===== src/rtl/timex_mb_pkg.sv =====
// Shared types and constants for the mainboard ROM sequencer.
package timex_mb_pkg;

  typedef enum logic [1:0] {
    IDLE    = 2'd0,
    ACCESS  = 2'd1,
    CAPTURE = 2'd2
  } state_t;

  typedef enum logic {
    GNT_CPU  = 1'b0,
    GNT_BOOT = 1'b1
  } gnt_t;

  localparam logic [7:0] ROM_OOR_DATA = 8'hFF;

  function automatic gnt_t other_gnt(input gnt_t g);
    return (g == GNT_CPU) ? GNT_BOOT : GNT_CPU;
  endfunction

endpackage


===== src/rtl/rom_seq_arb.sv =====
// Two-requester round-robin arbiter; the grant is only honoured while i_en is high.
module rom_seq_arb
  import timex_mb_pkg::*;
(
  input  logic clk,
  input  logic rst,
  input  logic i_en,
  input  logic i_req_cpu,
  input  logic i_req_boot,
  output logic o_gnt_vld,
  output logic o_gnt_boot
);

  gnt_t r_last_grant;
  gnt_t w_gnt;

  // On contention the side that was not served last wins.
  always_comb begin
    w_gnt = GNT_CPU;
    if (i_req_cpu && i_req_boot) begin
      w_gnt = other_gnt(r_last_grant);
    end else if (i_req_boot) begin
      w_gnt = GNT_BOOT;
    end
  end

  assign o_gnt_vld  = i_en && (i_req_cpu || i_req_boot);
  assign o_gnt_boot = (w_gnt == GNT_BOOT);

  always_ff @(posedge clk) begin
    if (rst) begin
      r_last_grant <= GNT_BOOT;
    end else if (o_gnt_vld) begin
      r_last_grant <= w_gnt;
    end
  end

endmodule


===== src/rtl/rom_seq_ctrl.sv =====
// ROM port sequencer shared by CPU byte reads and the boot streamer.
// Optional ROM_SEQ_CHECKSUM_EN builds the streamed-byte checksum on boot_sum.
module rom_seq_ctrl
  import timex_mb_pkg::*;
#(
  parameter int ROM_DEPTH   = 101,
  parameter int ADDR_W      = 7,
  parameter int WAIT_CYCLES = 2
) (
  input  logic              clk,
  input  logic              rst,
  input  logic              cpu_req,
  input  logic [ADDR_W-1:0] cpu_addr,
  output logic              cpu_ack,
  output logic [7:0]        cpu_data,
  input  logic              boot_start,
  output logic              boot_busy,
  output logic              boot_valid,
  output logic [7:0]        boot_data,
  input  logic              boot_ready,
  output logic              boot_done,
  output logic [7:0]        boot_sum,
  output logic              rom_cs_n,
  output logic [ADDR_W-1:0] rom_addr,
  input  logic [7:0]        rom_data
);

  localparam logic [ADDR_W:0]   DEPTH_X   = (ADDR_W+1)'(ROM_DEPTH);
  localparam logic [ADDR_W-1:0] LAST_IDX  = ADDR_W'(ROM_DEPTH - 1);
  localparam logic [2:0]        WAIT_LAST = 3'(WAIT_CYCLES);

  state_t            r_state, w_next;
  gnt_t              r_owner;
  logic [2:0]        r_wcnt;
  logic              r_cs_n;
  logic [ADDR_W-1:0] r_addr;
  logic              r_cpu_ack;
  logic [7:0]        r_cpu_data;
  logic              r_boot_busy;
  logic              r_boot_valid;
  logic [7:0]        r_boot_data;
  logic              r_boot_done;
  logic [ADDR_W-1:0] r_boot_idx;

  logic w_cpu_in_range, w_boot_req, w_arb_en, w_gnt_vld, w_gnt_boot;
  logic w_start_access, w_oor_ack, w_capture, w_boot_xfer, w_boot_go;

  assign w_cpu_in_range = ({1'b0, cpu_addr} < DEPTH_X);
  assign w_boot_req     = r_boot_busy && !r_boot_valid && ({1'b0, r_boot_idx} < DEPTH_X);
  assign w_arb_en       = (r_state == IDLE);
  assign w_boot_xfer    = r_boot_valid && boot_ready;
  assign w_boot_go      = boot_start && !r_boot_busy;

  rom_seq_arb u_arb (
    .clk        (clk),
    .rst        (rst),
    .i_en       (w_arb_en),
    .i_req_cpu  (cpu_req),
    .i_req_boot (w_boot_req),
    .o_gnt_vld  (w_gnt_vld),
    .o_gnt_boot (w_gnt_boot)
  );

  always_ff @(posedge clk) begin
    if (rst) begin
      r_state <= IDLE;
    end else begin
      r_state <= w_next;
    end
  end

  // Out-of-range CPU reads skip ACCESS but still spend a CAPTURE cycle,
  // so the CPU has time to drop its request before the next arbitration.
  always_comb begin
    w_next         = r_state;
    w_start_access = 1'b0;
    w_oor_ack      = 1'b0;
    w_capture      = 1'b0;
    case (r_state)
      IDLE: begin
        if (w_gnt_vld) begin
          if (!w_gnt_boot && !w_cpu_in_range) begin
            w_oor_ack = 1'b1;
            w_next    = CAPTURE;
          end else begin
            w_start_access = 1'b1;
            w_next         = ACCESS;
          end
        end
      end
      ACCESS: begin
        if (r_wcnt == WAIT_LAST) begin
          w_capture = 1'b1;
          w_next    = CAPTURE;
        end
      end
      CAPTURE: w_next = IDLE;
      default: w_next = IDLE;
    endcase
  end

  always_ff @(posedge clk) begin
    if (rst) begin
      r_owner <= GNT_BOOT;
      r_wcnt  <= 3'd0;
      r_cs_n  <= 1'b1;
      r_addr  <= '0;
    end else if (w_start_access) begin
      r_owner <= w_gnt_boot ? GNT_BOOT : GNT_CPU;
      r_addr  <= w_gnt_boot ? r_boot_idx : cpu_addr;
      r_cs_n  <= 1'b0;
      r_wcnt  <= 3'd0;
    end else if (w_capture) begin
      r_cs_n <= 1'b1;
    end else if (r_state == ACCESS) begin
      r_wcnt <= r_wcnt + 3'd1;
    end
  end

  always_ff @(posedge clk) begin
    if (rst) begin
      r_cpu_ack  <= 1'b0;
      r_cpu_data <= 8'h00;
    end else begin
      r_cpu_ack <= 1'b0;
      if (w_oor_ack) begin
        r_cpu_ack  <= 1'b1;
        r_cpu_data <= ROM_OOR_DATA;
      end else if (w_capture && (r_owner == GNT_CPU)) begin
        r_cpu_ack  <= 1'b1;
        r_cpu_data <= rom_data;
      end
    end
  end

  // The output register lets CPU reads proceed while the sink stalls.
  always_ff @(posedge clk) begin
    if (rst) begin
      r_boot_busy  <= 1'b0;
      r_boot_valid <= 1'b0;
      r_boot_data  <= 8'h00;
      r_boot_done  <= 1'b0;
      r_boot_idx   <= '0;
    end else begin
      r_boot_done <= 1'b0;
      if (w_boot_go) begin
        r_boot_busy <= 1'b1;
        r_boot_idx  <= '0;
      end
      if (w_capture && (r_owner == GNT_BOOT)) begin
        r_boot_valid <= 1'b1;
        r_boot_data  <= rom_data;
      end else if (w_boot_xfer) begin
        r_boot_valid <= 1'b0;
        r_boot_idx   <= r_boot_idx + ADDR_W'(1);
        if (r_boot_idx == LAST_IDX) begin
          r_boot_done <= 1'b1;
          r_boot_busy <= 1'b0;
        end
      end
    end
  end

`ifdef ROM_SEQ_CHECKSUM_EN
  logic [7:0] r_boot_sum;

  always_ff @(posedge clk) begin
    if (rst) begin
      r_boot_sum <= 8'h00;
    end else if (w_boot_go) begin
      r_boot_sum <= 8'h00;
    end else if (w_boot_xfer) begin
      r_boot_sum <= r_boot_sum + r_boot_data;
    end
  end

  assign boot_sum = r_boot_sum;
`else
  assign boot_sum = 8'h00;
`endif

  assign cpu_ack    = r_cpu_ack;
  assign cpu_data   = r_cpu_data;
  assign boot_busy  = r_boot_busy;
  assign boot_valid = r_boot_valid;
  assign boot_data  = r_boot_data;
  assign boot_done  = r_boot_done;
  assign rom_cs_n   = r_cs_n;
  assign rom_addr   = r_addr;

endmodule


===== config.mk =====
export PLATFORM = sky130hd
export DESIGN_NAME = rom_seq_ctrl
export DESIGN_NICKNAME = d
export VERILOG_FILES = /design/src/rtl/timex_mb_pkg.sv /design/src/rtl/rom_seq_arb.sv /design/src/rtl/rom_seq_ctrl.sv
export SDC_FILE = /design/constraint.sdc
export NUM_CORES = 1
export LEC_CHECK = 0
export CAP_MARGIN = 0
export CELL_PAD_IN_SITES_DETAIL_PLACEMENT = 0
export CELL_PAD_IN_SITES_GLOBAL_PLACEMENT = 1
export CORE_ASPECT_RATIO = 0.5
export CORE_UTILIZATION = 31
export DETAILED_ROUTE_END_ITERATION = 7
export PLACE_DENSITY = 0.77
export SYNTH_ARGS = -nofsm -noshare
export SYNTH_HDL_FRONTEND = slang
export SYNTH_HIERARCHICAL = 1
export SYNTH_SLANG_ARGS = --single-unit

===== constraint.sdc =====
create_clock -name clk -period 2.3 [get_ports clk]
set_input_delay 0.46 -clock clk [delete_from_list [all_inputs] [get_ports clk]]
set_output_delay 0.46 -clock clk [all_outputs]
set_load 0.005 [all_outputs]

==> run_results.csv, run 1 <==
group,metric,value,unit
routing,dr.pass1.iters,4,
yosys,synth_edf_count,0,
timing,max_slew_margin,64.92,%
yosys,netlist_instances,223,
timing,tightest_slew,0.5250,ns
power,ir_worst_vdd,312.2,uV
clocking,htree_levels,2,
timing,rsz0062_at_grt,"false",
yosys,syn-cell-area,1897,sq um
global_route,grt_start_max_net_pins,21,
routing,via_per_inst,4.997,
routing,routed_wirelength,4703,microns
yosys,synthDistinctLibCells,42,
yosys,ys_seq_area_share,44.33,%
global_route,grt_pass1_wl,7679,microns
setup_path,startpoint_type,"flip-flop",
hold_path,hp-class,"reg2reg",
setup_path,cp_cell_sequence,"o21ai_0 -> a21oi_1 -> nor3b_2 -> a21boi_0 -> nor2b_1 -> o311a_1 -> nand2_1 -> a31oi_1",
final_layout,n_antenna_cell,0,
final_layout,stdcell_area,2660,sq um
routing,wl_per_cell,13.29,microns
clocking,path_clk_slew,0.06,ns
clocking,cts_buffers,5,
setup_path,critPathTopFamily,"compound AO/OA/AOI/OAI gates",
setup_path,slowest_stage,"dfxtp_1",
global_route,antenna_found_initial,0,
run,max-cap-violations,0,
final_layout,drive_gt1_share,9.609,%
timing,finalCriticalPeriod,1.966,ns
clocking,cts_root_buffer,"clkbuf_16",
clocking,clockBufferDepth,2,
yosys,synth-async-reset-ratio,0,%
timing,slew_viol_final,0,
setup_path,worstPathMaxFanout,9,
floorplan,start_util,33.38,%
floorplan,core,5682,sq um
floorplan,io_pins,56,
power,p_leak,0.9764,nW
global_route,grt_pass1_vias,1649,
clocking,holdBufCountCts,0,
setup_path,critPathBufInv,0,
final_layout,fin_cells,354,
timing,setup_slack,0.3343,ns
placed_design,portBuffers,47,
final_layout,final_core_util,46.82,%
floorplan,fp.dieW,112.6,microns
placed_design,dp_cells,346,
global_route,grt_overflow,0,
final_layout,area_growth,40.24,%
placed_design,dp_hpwl,3492,microns
timing,fmax,0.5087,GHz
power,power_density,812.8,nW/um^2
routing,ant_nets,0,
floorplan,dieHeight,57.31,microns
floorplan,num_rows,19,
clocking,cts_tree,"done",
global_route,grt_usage,15.44,%
routing,post-route-drc-count,0,
placed_design,gp_congestion,0.7741,
setup_path,cp_slowest_stage_delay,0.31,ns
setup_path,critPathCaptureType,"flip-flop",
final_layout,fin_nets,304,
clocking,cts_sinks,42,
clocking,cts_resized,0,
timing,timing.setup.tns,0,ns
timing,finClkSkew,0.004521,ns
setup_path,critPathArrivalTime,2.11,ns
routing,vias,1769,
run_status,status,"complete, no violations",
clocking,insertion_delay,0.28,ns
yosys,ys_warn_count,6,
final_layout,fillers,564,
yosys,ys_ff_latch,42,
timing,finalCritPeriodShare,85.46,%
placed_design,place_ws,0.1175,ns
setup_path,worstPathRequired,2.44,ns
setup_path,critPathKind,"reg2reg",
yosys,avgSynthCellArea,8.506,sq um
yosys,synth_ff_type,"dfxtp_1",
placed_design,place_area,2491,sq um
timing,finalHoldViolations,0,
routing,initialDrtViolationCount,70,
timing,finalSetupViolCount,0,
floorplan,dieArea,6455,sq um
clocking,post_cts_buffers,0,
flip-flops by register name, indices dropped and copies added, names as in the netlist:
| register | cells |
|---|---|
| boot_busy | 1 |
| boot_data | 8 |
| boot_done | 1 |
| boot_valid | 1 |
| cpu_ack | 1 |
| cpu_data | 8 |
| r_boot_idx | 7 |
| r_owner | 1 |
| r_state | 2 |
| r_wcnt | 3 |
| rom_addr | 7 |
| rom_cs_n | 1 |
| u_arb/r_last_grant | 1 |
placed cells by master, fill, tap and decap left out, drive strengths merged, types with 2 or more instances in the layout:
| master | netlist | final |
|---|---|---|
| o21bai | 2 | 2 |
| nor2 | 12 | 12 |
| inv | 3 | 3 |
| mux2i | 6 | 6 |
| buf | 12 | 16 |
| nor3b | 3 | 3 |
| nand2 | 43 | 43 |
| ha | 4 | 4 |
| nor2b | 4 | 4 |
| and3 | 4 | 4 |
| nor3 | 3 | 3 |
| nand3 | 3 | 3 |
| nand2b | 3 | 3 |
| a21oi | 26 | 26 |
| nand3b | 2 | 2 |
| a211oi | 8 | 8 |
| clkdlybuf4s50 | 0 | 47 |
| clkbuf | 8 | 7 |
| conb | 1 | 8 |
| dfxtp | 42 | 42 |
| o21a | 3 | 3 |
| a221o | 4 | 4 |
| and2 | 2 | 2 |
| a31oi | 9 | 9 |
| o21ai | 2 | 2 |
| nor4 | 2 | 2 |
power by group:
group          leakage, nW  internal (mW)  total (mW)  switching (mW)
logic                0.556          0.276       0.495           0.219
registers            0.342          0.816       0.879          0.0630
clock network       0.0781          0.513       0.787           0.274
total                0.976           1.61        2.16           0.556
cell usage after synthesis (2+ instances only):
library cell	number	area share (%)
nand2_1	43	8.5
dfxtp_1	42	44
a21oi_1	26	6.9
nor2_1	12	2.4
a31oi_1	9	3.0
a211oi_1	8	3.2
buf_4	8	3.2
clkbuf_1	8	1.6
mux2i_1	6	3.2
a221o_1	4	2.1
and3_1	4	1.3
ha_1	4	2.6
nor2b_1	4	1.3
inv_1	3	0.59
nand2b_1	3	0.99
nand3_1	3	0.79
nor3_1	3	0.79
nor3b_1	3	1.2
o21a_1	3	1.2
buf_1	2	0.40
nand3b_1	2	0.79
nor4_1	2	0.66
o21ai_0	2	0.53
kinds of logic (layout without fill, tap and decap cells):
logic type	count (synthesis)	after routing	share of synthesized area (%)
flip-flops	42	42	44.33
buffers and inverters	23	74	6.596
AO/OA/AOI/OAI	59	59	20.12
adder cells (fa/ha/maj)	4	4	2.639
multiplexers	7	7	3.760
AND/OR/NAND/NOR	86	86	21.90
other	1	8	0.1977
XOR/XNOR	1	1	0.4618
worst register-to-register path, delay by kind of cell, from the launching register on:
kind	cells	cell delay (ns)
AOI/OAI and AO/OA	5	0.87
DFF	1	0.31
and+or+nand+nor	3	0.66
layout make-up:
cell class                 instances  area, sq um  share of cell area, %
clock inverter                     1        30.03                  1.129
inverter                           3        11.26                 0.4233
timing repair buffer              63        590.6                  22.20
sequential                        42        840.8                  31.61
clock buffer                       7        132.6                  4.986
multi-input combinational        165        963.4                  36.22
tap                               73        91.34                  3.434
path summary, 6_finish.rpt:
kind,to,depth (start not counted),slack [ns],start
setup / recovery,cpu_data[1]$_SDFFE_PP0P_,8,0.33,r_boot_idx[1]$_SDFF_PP0_
hold / removal,boot_data[1]$_SDFFE_PP0P_,2,0.46,boot_data[1]$_SDFFE_PP0P_
setup reg to reg,cpu_data[1]$_SDFFE_PP0P_,8,0.33,r_boot_idx[1]$_SDFF_PP0_
hold reg to reg,boot_data[1]$_SDFFE_PP0P_,2,0.46,boot_data[1]$_SDFFE_PP0P_
per-stage QoR:
stage | power, mW | hold slack (ns)
floorplan | 1.143 | 0.4523
global placement | 1.376 | 0.4439
detailed placement | 1.387 | 0.4531
CTS | 2.182 | 0.4615
global route | 2.277 | 0.4847
finish | 2.162 | 0.4593
metal layers:
metal	GRT usage (%)	vias up	wire length, microns
met5	0	-	0
met4	5.714	0	51
met3	5.101	5	317
met2	24.07	56	2045
met1	20.13	823	2288
li1	-	885	-
No activity file was read; power rests on OpenSTA's default activity.
==> run 2, diff against run 1 <==
CORE_UTILIZATION = 32   (was 31)
CTS_BUF_LIST = sky130_fd_sc_hd__clkbuf_4 sky130_fd_sc_hd__clkbuf_8   (was unset)
PLACE_DENSITY = 0.79   (was 0.77)
==> run 2 against run 1 <==
Compared with the run above:
- fmax decreased by 11%
- final cell count is 1.1% lower
- clock skew increased by 0.0049 ns
- critical path type unchanged
- largest power group unchanged
==> run_results.csv, run 2 (same netlist as run 1, synthesis figures left out) <==
group,metric,value,unit
timing,rsz0062_at_grt,"true",
placed_design,dp_cells,342,
hold_path,hp-class,"reg2reg",
final_layout,stdcell_area,2570,sq um
routing,vias,1774,
power,ir_worst_vdd,330.1,uV
final_layout,drive_gt1_share,8.664,%
timing,finalCritPeriodShare,95.88,%
floorplan,dieArea,6258,sq um
timing,finalHoldViolations,0,
power,swShare,28.01,%
setup_path,critPathArrivalTime,2.43,ns
run,max-cap-violations,0,
power,p_leak,0.9321,nW
routing,post-route-drc-count,0,
routing,wl_per_cell,13.15,microns
power,p_clk_share,29.9,%
final_layout,n_antenna_cell,0,
placed_design,portBuffers,47,
clocking,cts_resized,0,
placed_design,dp_hpwl,3424,microns
floorplan,start_util,33.95,%
routing,via_per_inst,5.069,
clocking,htree_levels,2,
power,p_switching,0.5447,mW
timing,finalCriticalPeriod,2.205,ns
timing,tightest_slew,0.8319,ns
final_layout,layout_commonest_cell,"clkdlybuf4s50_1",
timing,slew_viol_final,0,
placed_design,place_area,2461,sq um
setup_path,worstPathRequired,2.52,ns
hold_path,hold_depth,2,
final_layout,area_growth,35.49,%
power,power_density,756.6,nW/um^2
timing,fmax,0.4535,GHz
global_route,grt_pass1_vias,1613,
power,p_seq_share,45.1,%
clocking,cts_tree,"done",
power,p_comb_share,25.1,%
global_route,grt_pass1_wl,7610,microns
clocking,insertion_delay,0.30,ns
timing,finClkSkew,0.009443,ns
clocking,cts_sinks,42,
timing,finalSetupViolCount,0,
placed_design,gp_congestion,0.7230,
setup_path,worstPathMaxFanout,10,
setup_path,startpoint_type,"flip-flop",
routing,routed_wirelength,4604,microns
power,p_int,1.400,mW
global_route,antenna_found_initial,0,
routing,dr.pass1.iters,4,
floorplan,fp.dieW,110.9,microns
floorplan,io_pins,56,
setup_path,critPathCaptureType,"flip-flop",
floorplan,core,5587,sq um
global_route,grt_start_max_net_pins,36,
run_status,status,"complete, no violations",
final_layout,layout_common_cells,"47 x clkdlybuf4s50_1, 43 x nand2_1, 42 x dfxtp_1",
clocking,cts_root_buffer,"clkbuf_8",
global_route,grt_overflow,0,
floorplan,dieHeight,56.44,microns
power,power.total,1.944,mW
routing,ant_nets,0,
global_route,grt_usage,15.28,%
timing,max_slew_margin,43.66,%
routing,initialDrtViolationCount,63,
final_layout,fin_nets,300,
clocking,cts_buffers,5,
setup_path,critPathKind,"reg2reg",
setup_path,r2r_setup_slack,0.09,ns
floorplan,num_rows,19,
setup_path,reg2regPathDepth,8,
final_layout,fin_cells,350,
clocking,clockBufferDepth,2,
clocking,path_clk_slew,0.09,ns
## run 2: final timing paths
check,endpoint,startpoint
setup reg to reg,cpu_data[1]$_SDFFE_PP0P_,r_boot_idx[0]$_SDFF_PP0_
hold / removal,boot_data[7]$_SDFFE_PP0P_,boot_data[7]$_SDFFE_PP0P_
setup / recovery,cpu_data[1]$_SDFFE_PP0P_,r_boot_idx[0]$_SDFF_PP0_
hold reg to reg,boot_data[7]$_SDFFE_PP0P_,boot_data[7]$_SDFFE_PP0P_
## run 2: critical path, cell delays in order, from the launching register on
cell and delay [ns]:
dfxtp_1 0.33, o21ai_0 0.17, a21oi_1 0.09, nor3b_1 0.30
buf_4 0.18, o21a_1 0.17, and2_1 0.36, nand2_1 0.32
a31oi_1 0.23
## run 2: routing by layer
metal	track usage, %	up-vias	share of wire, %
li1	-	879	-
met1	19.63	825	49
met2	24.93	64	44
met3	4.536	6	6.2
met4	4.571	0	0.87
met5	0	-	0
## run 2: what timing repair did
item	in CTS	in global routing
setup endpoints to repair	0	10
setup buffers	0	0
hold buffers	0	0
## run 2: stage by stage
step	hold WS [ns]	utilization [%]	TNS, ns	worst slack [ns]
after floorplan	0.4523	-	0	0.1712
after global placement	0.4482	44.05	0	0.1185
after detailed placement	0.4569	44.05	-0.01409	-0.01361
final	0.4728	46.00	0	0.09480
after CTS	0.4751	46.00	0	0.08966
after global routing	0.4980	46.00	-0.6245	-0.09299
## run 2: area by class of cell
cell class / count / area, sq um
clock buffer: 5 / 68.82
inverter: 3 / 11.26
fill: 554 / 3017
multi-input combinational: 165 / 957.2
sequential: 42 / 840.8
tap: 73 / 91.34
timing repair buffer: 59 / 560.5
clock inverter: 3 / 40.04
## run 2: power groups by stage
stage	clock (mW)	sequential (mW)	combinational [mW]
floorplan	0	0.888	0.255
global placement	0	0.893	0.470
detailed placement	0	0.894	0.483
CTS	0.594	0.878	0.489
global route	0.632	0.890	0.536
finish	0.581	0.876	0.487
